===== src/rtl/mips_seq_divider.sv =====
// ============================================================================
// Module   : mips_seq_divider
// Brief    : Restoring shift-subtract divider for MIPS DIV/DIVU. It produces
//            one quotient bit per clock and writes LO (quotient) and HI
//            (remainder).
//            Optional macro DIV_EARLY_EXIT_EN: finishes at once when
//            |dividend| < |divisor|.
// Revision : 1.0  initial release
// ============================================================================
`default_nettype none

module mips_seq_divider #(
    parameter int WIDTH = 32,
    parameter int CNT_W = 6
) (
    input  logic             clock,
    input  logic             reset,
    input  logic             start,
    input  logic             is_signed,
    input  logic [WIDTH-1:0] dividend,
    input  logic [WIDTH-1:0] divisor,
    output logic             busy,
    output logic             done,
    output logic [WIDTH-1:0] quotient,
    output logic [WIDTH-1:0] remainder,
    output logic             div_by_zero
);

    typedef enum logic [1:0] {
        S_IDLE   = 2'd0,
        S_ITER   = 2'd1,
        S_FINISH = 2'd2
    } state_t;

    localparam logic [CNT_W-1:0] C_CNT_LAST = CNT_W'(WIDTH - 1);
    localparam logic [CNT_W-1:0] C_CNT_ONE  = CNT_W'(1);

    state_t           r_state, w_state_nxt;
    logic [WIDTH-1:0] r_rem, w_rem_nxt;
    logic [WIDTH-1:0] r_quo, w_quo_nxt;
    logic [WIDTH-1:0] r_dvs, w_dvs_nxt;
    logic             r_neg_q, w_neg_q_nxt;
    logic             r_neg_r, w_neg_r_nxt;
    logic             r_dz, w_dz_nxt;
    logic [CNT_W-1:0] r_cnt, w_cnt_nxt;

    logic             w_busy_nxt, w_done_nxt, w_dz_out_nxt;
    logic [WIDTH-1:0] w_quotient_nxt, w_remainder_nxt;

    logic [WIDTH-1:0] w_dvd_mag, w_dvs_mag;
    logic [WIDTH:0]   w_shift, w_trial;

    // Magnitudes are only taken for DIV; DIVU operands pass through untouched.
    assign w_dvd_mag = (is_signed && dividend[WIDTH-1]) ? -dividend : dividend;
    assign w_dvs_mag = (is_signed && divisor[WIDTH-1])  ? -divisor  : divisor;

    // The partial remainder stays below the divisor, so the shifted value
    // always fits in WIDTH+1 bits and the trial's MSB acts as the borrow.
    assign w_shift = {r_rem, r_quo[WIDTH-1]};
    assign w_trial = w_shift - {1'b0, r_dvs};

    always_comb begin
        w_state_nxt     = r_state;
        w_rem_nxt       = r_rem;
        w_quo_nxt       = r_quo;
        w_dvs_nxt       = r_dvs;
        w_neg_q_nxt     = r_neg_q;
        w_neg_r_nxt     = r_neg_r;
        w_dz_nxt        = r_dz;
        w_cnt_nxt       = r_cnt;
        w_busy_nxt      = busy;
        w_done_nxt      = 1'b0;
        w_dz_out_nxt    = div_by_zero;
        w_quotient_nxt  = quotient;
        w_remainder_nxt = remainder;

        case (r_state)
            S_IDLE: begin
                if (start) begin
                    w_busy_nxt = 1'b1;
                    w_cnt_nxt  = '0;
                    if (divisor == '0) begin
                        // Divide by zero: the dividend is reported unmodified,
                        // so the sign fix-up is suppressed.
                        w_rem_nxt   = dividend;
                        w_quo_nxt   = '1;
                        w_dvs_nxt   = '0;
                        w_neg_q_nxt = 1'b0;
                        w_neg_r_nxt = 1'b0;
                        w_dz_nxt    = 1'b1;
                        w_state_nxt = S_FINISH;
                    end else begin
                        w_neg_q_nxt = is_signed & (dividend[WIDTH-1] ^ divisor[WIDTH-1]);
                        w_neg_r_nxt = is_signed & dividend[WIDTH-1];
                        w_dz_nxt    = 1'b0;
                        w_dvs_nxt   = w_dvs_mag;
                        w_rem_nxt   = '0;
                        w_quo_nxt   = w_dvd_mag;
                        w_state_nxt = S_ITER;
`ifdef DIV_EARLY_EXIT_EN
                        if (w_dvd_mag < w_dvs_mag) begin
                            w_rem_nxt   = w_dvd_mag;
                            w_quo_nxt   = '0;
                            w_state_nxt = S_FINISH;
                        end
`endif
                    end
                end
            end

            S_ITER: begin
                if (!w_trial[WIDTH]) begin
                    w_rem_nxt = w_trial[WIDTH-1:0];
                    w_quo_nxt = {r_quo[WIDTH-2:0], 1'b1};
                end else begin
                    w_rem_nxt = w_shift[WIDTH-1:0];
                    w_quo_nxt = {r_quo[WIDTH-2:0], 1'b0};
                end
                w_cnt_nxt = r_cnt + C_CNT_ONE;
                if (r_cnt == C_CNT_LAST) begin
                    w_state_nxt = S_FINISH;
                end
            end

            S_FINISH: begin
                w_quotient_nxt  = r_neg_q ? -r_quo : r_quo;
                w_remainder_nxt = r_neg_r ? -r_rem : r_rem;
                w_dz_out_nxt    = r_dz;
                w_done_nxt      = 1'b1;
                w_busy_nxt      = 1'b0;
                w_state_nxt     = S_IDLE;
            end

            default: begin
                w_state_nxt = S_IDLE;
            end
        endcase
    end

    always_ff @(posedge clock) begin
        if (reset) begin
            r_state     <= S_IDLE;
            r_rem       <= '0;
            r_quo       <= '0;
            r_dvs       <= '0;
            r_neg_q     <= 1'b0;
            r_neg_r     <= 1'b0;
            r_dz        <= 1'b0;
            r_cnt       <= '0;
            busy        <= 1'b0;
            done        <= 1'b0;
            quotient    <= '0;
            remainder   <= '0;
            div_by_zero <= 1'b0;
        end else begin
            r_state     <= w_state_nxt;
            r_rem       <= w_rem_nxt;
            r_quo       <= w_quo_nxt;
            r_dvs       <= w_dvs_nxt;
            r_neg_q     <= w_neg_q_nxt;
            r_neg_r     <= w_neg_r_nxt;
            r_dz        <= w_dz_nxt;
            r_cnt       <= w_cnt_nxt;
            busy        <= w_busy_nxt;
            done        <= w_done_nxt;
            quotient    <= w_quotient_nxt;
            remainder   <= w_remainder_nxt;
            div_by_zero <= w_dz_out_nxt;
        end
    end

endmodule

`default_nettype wire


===== config.mk =====
export PLATFORM = sky130hd
export DESIGN_NAME = mips_seq_divider
export DESIGN_NICKNAME = d
export VERILOG_FILES = /design/src/rtl/mips_seq_divider.sv
export SDC_FILE = /design/constraint.sdc
export NUM_CORES = 1
export LEC_CHECK = 0
export BUFFER_PORTS_ARGS = -buffer_cell sky130_fd_sc_hd__buf_4
export CAP_MARGIN = 30
export CORE_MARGIN = 2
export CORE_UTILIZATION = 64
export DETAILED_ROUTE_END_ITERATION = 8
export PLACE_DENSITY = 0.95
export SLEW_MARGIN = 15
export SYNTH_ARGS = -nofsm -noshare
export SYNTH_HDL_FRONTEND = slang
export SYNTH_SLANG_ARGS = --single-unit

===== constraint.sdc =====
create_clock -name clock -period 4.7 [get_ports clock]
set_input_delay 0.235 -clock clock [delete_from_list [all_inputs] [get_ports clock]]
set_output_delay 0.235 -clock clock [all_outputs]
set_load 0.005 [all_outputs]

Word level (Yosys, flattened, before mapping)
Cells that the tools add are included.

Memories kept: 0. Bits of input ports: 68. Logic and storage cells: 62. Register bits: 174. ROM bits: 0. Output and inout bits: 67. Latch bits: 0. Memory bits (writable): 0.

Reduce and logical (&&, ||, !) cells: 10. Shifts and indexed selects: 0. Multipliers: 0. $lt $le $gt $ge: 0. Equal/unequal tests: 5. Multiplexer cells: 25. Add/sub/neg operators: 6. Div/mod/pow operators: 0. Bitwise operators: 3.

Operator list (number): $mux W32 (10); $neg A32 Y32 (4); $pmux W32 S2 (2); $sub A33 B32 Y33 (1); $logic_not A32 Y1 (1); $pmux W6 S2 (1); $reduce_and A2 Y1 (4); $add A6 B1 Y6 const B (1); $eq A6 B5 Y1 const B (1); $mux W1 (6); $mux W2 (3); $mux W6 (1); $ne A2 B2 Y1 const B (2); $pmux W2 S2 (1); $reduce_bool A2 Y1 (2); $and A1 B1 Y1 (2); $eq A2 B1 Y1 const B (1); $eq A2 B2 Y1 const B (1); $logic_and A1 B1 Y1 (2); $logic_not A2 Y1 (1); $pmux W1 S2 (1); $xor A1 B1 Y1 (1).

Logic depth before layout (Yosys ltp)
Gate-level depths: netlist of run 1.

Depth in word-level cells: 5. Gate-level depth with buffers: 15. Mapped depth without buffers: 13.

Worst setup path before layout of run 1
No wires, ideal clock.

Kind: reg2reg. Start: register r_rem[27]. End: register r_rem[12]. Arrival time: 3.004 ns. Period minus slack after synthesis: 3.090 ns. Required time: 4.614 ns. Path slack: 1.610 ns. Cell stages (with the launch flop): 14. Library setup time: 0.086 ns. Path buffers: 3. Path through: dfxtp_1 -> ha_1 -> clkbuf_1 -> a21o_1 -> or4_1 -> a31oi_1 -> o22ai_1 -> a21oi_1 -> xor2_2 -> buf_4 -> buf_2 -> nand3_1 -> o311a_1 -> a211oi_1.

Cells in the longest elaborated chain, start to end: 3.

RTL lines: from (decl) (RTL line 39) `logic [WIDTH-1:0] r_rem, w_rem_nxt;`; from (signal assigned) (RTL line 157) `r_rem <= w_rem_nxt;`; $sub A33 B32 Y33 (RTL line 60) `assign w_trial = w_shift - {1'b0, r_dvs};`; $mux W32 (RTL line 112) `if (!w_trial[WIDTH]) begin`; $pmux W32 S2 (RTL line 77) `case (r_state)`.

Every way passes these cells. A chain may end at the register's enable or synchronous reset.

Worst setup path after layout of run 1
Start: register r_quo[31]. End: register r_rem[29].

Cells in the longest elaborated chain, start to end: 3.

RTL lines: from (decl) (RTL line 40) `logic [WIDTH-1:0] r_quo, w_quo_nxt;`; from (signal assigned) (RTL line 158) `r_quo <= w_quo_nxt;`; $sub A33 B32 Y33 (RTL line 60); $mux W32 (RTL line 112); $pmux W32 S2 (RTL line 77).

Every way passes these cells.

==> metrics.cfg, run 1 <==
[setup_path]
start_kind = flop
reg2regPathDepth = 14
startpoint = r_quo[31]$_SDFFE_PP0P_
path_max_fanout = 23
r2r-end = r_rem[29]$_SDFFE_PP0P_
end_kind = flop
cp.arrival_ps = 4180
required_ps = 5030
ff2ff_setup_slack_ps = 850
critPathKind = flop to flop
cp-endpoint = r_rem[29]$_SDFFE_PP0P_
r2r_start = r_quo[31]$_SDFFE_PP0P_

[synth]
yosys.area_share.simple_pct = 19.8
synth_top_family_by_area = compound AO/OA/AOI/OAI gates
ys_warn_count = 0
ys_types = 74
synth_mux_area_share_pct = 1.41
synth_nets = 1571
ys_ff_latch = 174
async_reset_ff_share_pct = 0
yosys.area_share.xor_xnor_pct = 10.6
synth_compound_area_share_pct = 27.1
synth-adder-area-share_pct = 4.29
syn_area_um2 = 11300
ys_seq_area_share_pct = 30.9
synth_area_leaders = dfxtp_1, nor2_1, a21oi_1, xnor2_1, a211oi_1
synth_top_cell_area_share_pct = 30.9
synthCells = 1465
avgSynthCellArea_um2 = 7.69
synth-edff-count = 0
yosys.area.top_type = dfxtp_1
synth_flop_cell = dfxtp_1

[run]
drv_cap = 0

[clock_tree]
cts_buffer_depth = 2
clk_latency_ps = 450
tritoncts = built
cts-root-buf = clkbuf_16
clkSlewWorstSetupHoldPaths_ps = 70
htreeDepth = 4
cts_buffers = 17
post_cts_resized = 0
holdBufCountCts = 0
post_cts_buffers = 0
cts.sinks = 174

[sta]
tightest_slew_ps = 970
maxSlewHeadroom_pct = 35.3
fin_setup_tns_ps = 0
rsz0062_at_grt = no
hold_viol_final = 0
fin_crit_sh_pct = 81.9
fin_worst_skew_ps = 10.2
fin_ws_ps = 852
report.final.setup_viol = 0
max_freq_mhz = 260
fin_crit_ps = 3850
drv_slew = 0

[power_and_ir_drop]
power.leakage_nw = 5.02
powerDensity_nw_per_um2 = 406
irDropWorstVdd_v = 0.000379
finalPower_mw = 5.26

[finish]
syn2layout_area_growth_pct = 15.0
drive_gt1_share_pct = 14.5
nNetsFinal = 1644
antenna_cells = 0

[routing]
wl_per_cell_um = 19.1
drc = 1
routed_wl_um = 33800
drt_iter0_markers = 1374
vias = 11656
firstDrtPassIters = 8
routed_via_density = 6.57
drtAntennaViolNets = 0

[global_route]
grt_pass1_wl_um = 53000
antenna_found_initial = 0
grt_max_degree = 94
grt_pass1_vias = 10430
overflow = 0
grtUsageTotal_pct = 35.7

[status]
violations = design-rule violations
status = finished with violations

[die]
dieHeight_um = 137
rows = 48
die_area_um2 = 18700
initial_core_util_pct = 65.4
fp.dieW_um = 137
io_pins = 135
core-area_um2 = 17200

[placed_design]
dp_hpwl_um = 24000
gp_congestion = 1.01
post-place-ws_ps = 970
io_buffers = 134

[worst_hold_path]
worstHoldPathType = input port to flop

[cell usage after synthesis, types with 4 or more instances]
| cell type | number |
|---|---|
| a211oi_1 | 83 |
| a21o_1 | 15 |
| a21oi_1 | 144 |
| a221oi_1 | 44 |
| a22oi_1 | 10 |
| a31oi_1 | 15 |
| and2_1 | 8 |
| and3_1 | 14 |
| buf_1 | 6 |
| buf_2 | 10 |
| clkbuf_1 | 82 |
| dfxtp_1 | 174 |
| ha_1 | 37 |
| inv_1 | 73 |
| mux2_2 | 7 |
| mux2i_1 | 8 |
| nand2_1 | 110 |
| nand2b_1 | 12 |
| nand3_1 | 24 |
| nand4_1 | 8 |
| nor2_1 | 193 |
| nor2b_1 | 11 |
| nor3_1 | 31 |
| nor4_1 | 8 |
| nor4b_1 | 5 |
| o21ai_0 | 68 |
| o21bai_1 | 6 |
| o311a_1 | 4 |
| o31ai_1 | 23 |
| o41ai_1 | 11 |
| or2_2 | 4 |
| or3_1 | 13 |
| or4_1 | 6 |
| or4_4 | 5 |
| xnor2_1 | 72 |
| xor2_1 | 63 |
[state kept, by name (all words and copies together) (netlist names), 2 cells and up]
| register | cells |
|---|---|
| quotient | 32 |
| r_dvs | 32 |
| r_quo | 32 |
| r_rem | 32 |
| remainder | 32 |
| r_cnt | 6 |
| r_state | 2 |
[how the worst min path moves through the flow]
stage                                      start                     end  slack, ps  cells after the start
after floorplan                       divisor[0]   r_dvs[0]$_SDFFE_PP0P_        390                      2
final                                divisor[29]  r_dvs[29]$_SDFFE_PP0P_        100                      4
after CTS                            divisor[29]  r_dvs[29]$_SDFFE_PP0P_        100                      4
after detailed placement       r_dz$_SDFFE_PP0P_       r_dz$_SDFFE_PP0P_        450                      2
after global placement    r_dvs[16]$_SDFFE_PP0P_  r_dvs[16]$_SDFFE_PP0P_        440                      2
after global routing                 divisor[13]  r_dvs[13]$_SDFFE_PP0P_        110                      3
[worst max-delay path, stage by stage (launching register included)]
cell and delay, ps:
dfxtp_1 420, inv_1 80, ha_1 230, fa_1 380
nor2b_1 220, o2111ai_1 190, a21oi_1 260, o2111ai_1 160
nand2_1 150, a21oi_1 140, xor2_4 580, buf_4 360
a221oi_1 120, o21ai_0 110, nor4b_1 310
[through the flow]
step                      hold slack, ps  area, um2  instances  util (%)
after floorplan                      387      11300       1465         -
after global placement               440      12300       1741      71.5
after detailed placement             445      12400       1744      71.8
after CTS                            102      13000       1774      75.2
after global routing                 108      13000       1774      75.2
final                               97.4      13000       1774      75.2
[logic make-up (layout without fill, tap and decap cells)]
group / count (synthesis) / count (layout)
simple gates: 471 / 471
compound gates: 459 / 459
flops: 174 / 174
buf+inv: 172 / 256
xor+xnor: 136 / 136
fa+ha+maj: 38 / 38
mux: 15 / 15
[layer usage]
layer | track usage [%] | vias up | share of wire, %
li1 | - | 5413 | -
met1 | 47.3 | 5329 | 40
met2 | 55.1 | 761 | 44
met3 | 7.81 | 153 | 11
met4 | 17.5 | 0 | 4.7
met5 | 0 | - | 0
[power by group]
part | switching [mW] | leakage, nW | internal [mW]
logic | 1.23 | 3.33 | 0.848
clock network | 0.625 | 0.271 | 0.794
registers | 0.176 | 1.42 | 1.59
[placed cells by master (no fill, tap or decap), types with 9 or more instances in the layout]
master     instances
nand3_1           24
a221oi_1          44
a21o_1            15
and3_1            14
a21oi_1          144
a211oi_1          83
ha_1              37
a31oi_1           15
xor2_1            63
nor2_1           190
inv_1             73
clkbuf_16         17
nor2b_1            9
nand2_1          110
nand2b_1          12
dfxtp_1          174
or3_1             13
buf_4            149
a22oi_1           10
xnor2_1           72
o21ai_0           68
o41ai_1           11
o31ai_1           23
nor3_1            31
[layout make-up]
type / instances / area (um2)
multi-input cells: 1119 / 7160
fillers: 1283 / 4280
flip-flops and latches: 174 / 3480
repair buffers: 153 / 1190
clock buffers: 18 / 439
well taps: 225 / 282
inverters: 73 / 274
clock inverters: 12 / 135
Power figures use the tool's default switching activity.
==> run 2: changes to the inputs <==
- CORE_UTILIZATION: 64 -> 54
- PLACE_DENSITY: 0.95 -> 0.86
- clock period: 4.7 -> 3.5 ns (I/O delays scaled with it)
==> metrics.cfg, run 2 (synthesis results as in run 1) <==
[status]
status = complete, no violations

[clock_tree]
clkSlewWorstSetupHoldPaths_ps = 70  ; about the same
cts_buffers = 17  ; unchanged
cts-root-buf = clkbuf_16
htreeDepth = 4  ; unchanged
holdBufCountCts = 0  ; unchanged
cts_buffer_depth = 2  ; unchanged
tritoncts = built
clk_latency_ps = 430  ; -20 ps
cts.sinks = 174  ; unchanged

[placed_design]
dp_hpwl_um = 25200  ; +5.1%
gp_congestion = 0.959  ; -5.4%
io_buffers = 134  ; unchanged

[global_route]
grt_util_met3_pct = 5.40  ; -2.4 points
grt_max_degree = 109  ; +16%
overflow = 0  ; unchanged
grt_pass1_vias = 10446  ; +0.15%
grt-busiest-layer = met2
grt_util_met1_pct = 42.5  ; -4.8 points
grtUsageTotal_pct = 30.4  ; -5.4 points
grt.met2_usage_pct = 45.5  ; -9.6 points
grt_pass1_wl_um = 53900  ; +1.8%
antenna_found_initial = 0  ; unchanged

[die]
dieHeight_um = 148  ; +8.6%
fp.dieW_um = 148  ; +8.6%
initial_core_util_pct = 55.3  ; -10 points
io_pins = 135  ; unchanged
rows = 52  ; +8.3%
die_area_um2 = 22000  ; +18%
core-area_um2 = 20400  ; +18%

[setup_path]
end_kind = flop
critPathKind = flop to flop
ff2ff_setup_slack_ps = 230  ; -620 ps
cp.arrival_ps = 3570  ; -610 ps
r2r_start = r_quo[31]$_SDFFE_PP0P_
start_kind = flop
r2r-end = r_rem[31]$_SDFFE_PP0P_
required_ps = 3800  ; -1230 ps
startpoint = r_quo[31]$_SDFFE_PP0P_
path_max_fanout = 10  ; -57%
reg2regPathDepth = 16  ; +2

[sta]
fin_crit_sh_pct = 93.4  ; +12 points
fin_setup_tns_ps = 0  ; unchanged
report.final.setup_viol = 0  ; unchanged
rsz0062_at_grt = no
drv_slew = 0  ; unchanged
tightest_slew_ps = 870  ; -99.6 ps
hold_viol_final = 0  ; unchanged
fin_crit_ps = 3270  ; -578 ps
max_freq_mhz = 306  ; +18%
fin_worst_skew_ps = 13.1  ; +2.87 ps
maxSlewHeadroom_pct = 42.0  ; +6.6 points

[worst_hold_path]
hold_start = divisor[0]
worstHoldPathType = input port to flop
hold_end = r_dvs[0]$_SDFFE_PP0P_
hold_depth = 3  ; -1

[finish]
nNetsFinal = 1687  ; +2.6%
final_common_cell = nor2_1
multi_input_area_um2 = 7180  ; +0.33%
antenna_cells = 0  ; unchanged
syn2layout_area_growth_pct = 19.6
fillers = 1724  ; +34%
drive_gt1_share_pct = 17.4  ; +2.9 points
final_cell_mix = nor2_1, buf_4, dfxtp_1
fin_util_pct = 66.2  ; -9.0 points
seq_area_um2 = 3490  ; about the same

[routing]
firstDrtPassIters = 6  ; -2
wl_per_cell_um = 18.4  ; -3.5%
drtAntennaViolNets = 0  ; unchanged
drt_iter0_markers = 1229  ; -11%
routed_via_density = 6.15  ; -6.3%
drc = 0  ; -1
vias = 11470  ; -1.6%
routed_wl_um = 34300  ; +1.4%

[power_and_ir_drop]
irDropWorstVdd_v = 0.000347  ; -8.6%
power.leakage_nw = 5.29  ; +5.4%
powerDensity_nw_per_um2 = 563  ; +39%

[run]
drv_cap = 0  ; unchanged

run 2: changes by cell type in the layout (fill, tap and decap cells not counted), moves of 3 or more:
cell | previous run | this run
clkinv_4 | 0 | 3
clkinvlp_4 | 4 | 1
buf_4 | 149 | 188
a21oi_1 | 144 | 141
buf_12 | 1 | 5
a21oi_2 | 0 | 3
run 2: how the worst max path moves through the flow:
stage	slack, ps	end
floorplan	410	r_rem[12]$_SDFFE_PP0P_
global placement	160	r_rem[4]$_SDFFE_PP0P_
detailed placement	60	r_rem[10]$_SDFFE_PP0P_
CTS	90	r_rem[29]$_SDFFE_PP0P_
global route	20	r_rem[30]$_SDFFE_PP0P_
finish	230	r_rem[31]$_SDFFE_PP0P_
run 2: worst max-delay path: stages (launching register included):
cell	delay, ps
dfxtp_1	330
inv_1	50
ha_1	210
fa_1	400
nor2b_2	160
o2111ai_2	150
a21oi_2	210
o2111ai_1	120
nand2_1	170
a21oi_2	110
xor2_4	160
buf_12	160
buf_4	150
buf_4	160
a221oi_1	290
o21ai_0	150
nor4b_2	180
run 2: metal layers:
metal  part of all wire, %  vias up
met5                     0        -
met2                    43      591
met4                   4.1        0
met3                   8.9       84
li1                      -     5502
met1                    44     5293
run 2: report_power, final:
part	switching, mW	leakage [nW]	internal (mW)
Clock	0.864	0.300	1.17
Sequential	0.165	1.42	2.13
Combinational	1.83	3.57	1.43
Total	2.86	5.29	4.73
run 2: cell type report:
class | count | area share, %
Clock buffer | 20 | 3.31
Timing Repair Buffer | 196 | 11.7
Multi-Input combinational cell | 1119 | 53.3
Tap cell | 270 | 2.51
Sequential cell | 174 | 25.9
Inverter | 73 | 2.03
Clock inverter | 12 | 1.32
run 2: repair_timing:
item | 4_1_cts | 5_1_grt
pin swaps | 0 | 1
setup endpoints to repair | 4 | 21
gates cloned | 0 | 0
resized for setup | 0 | 10
setup buffers | 5 | 0
run 2: stage by stage:
stage               setup slack (ps)  hold WS [ps]  power, mW  std cells  cell area, um2
floorplan                        410           327       4.40       1465           11300
global route                    15.3          33.9       7.96       1864           13500
CTS                             89.4          20.8       7.47       1862           13400
finish                           230          29.3       7.59       1864           13500
detailed placement              55.5           444       5.29       1825           12700
global placement                 164           441       5.23       1824           12700
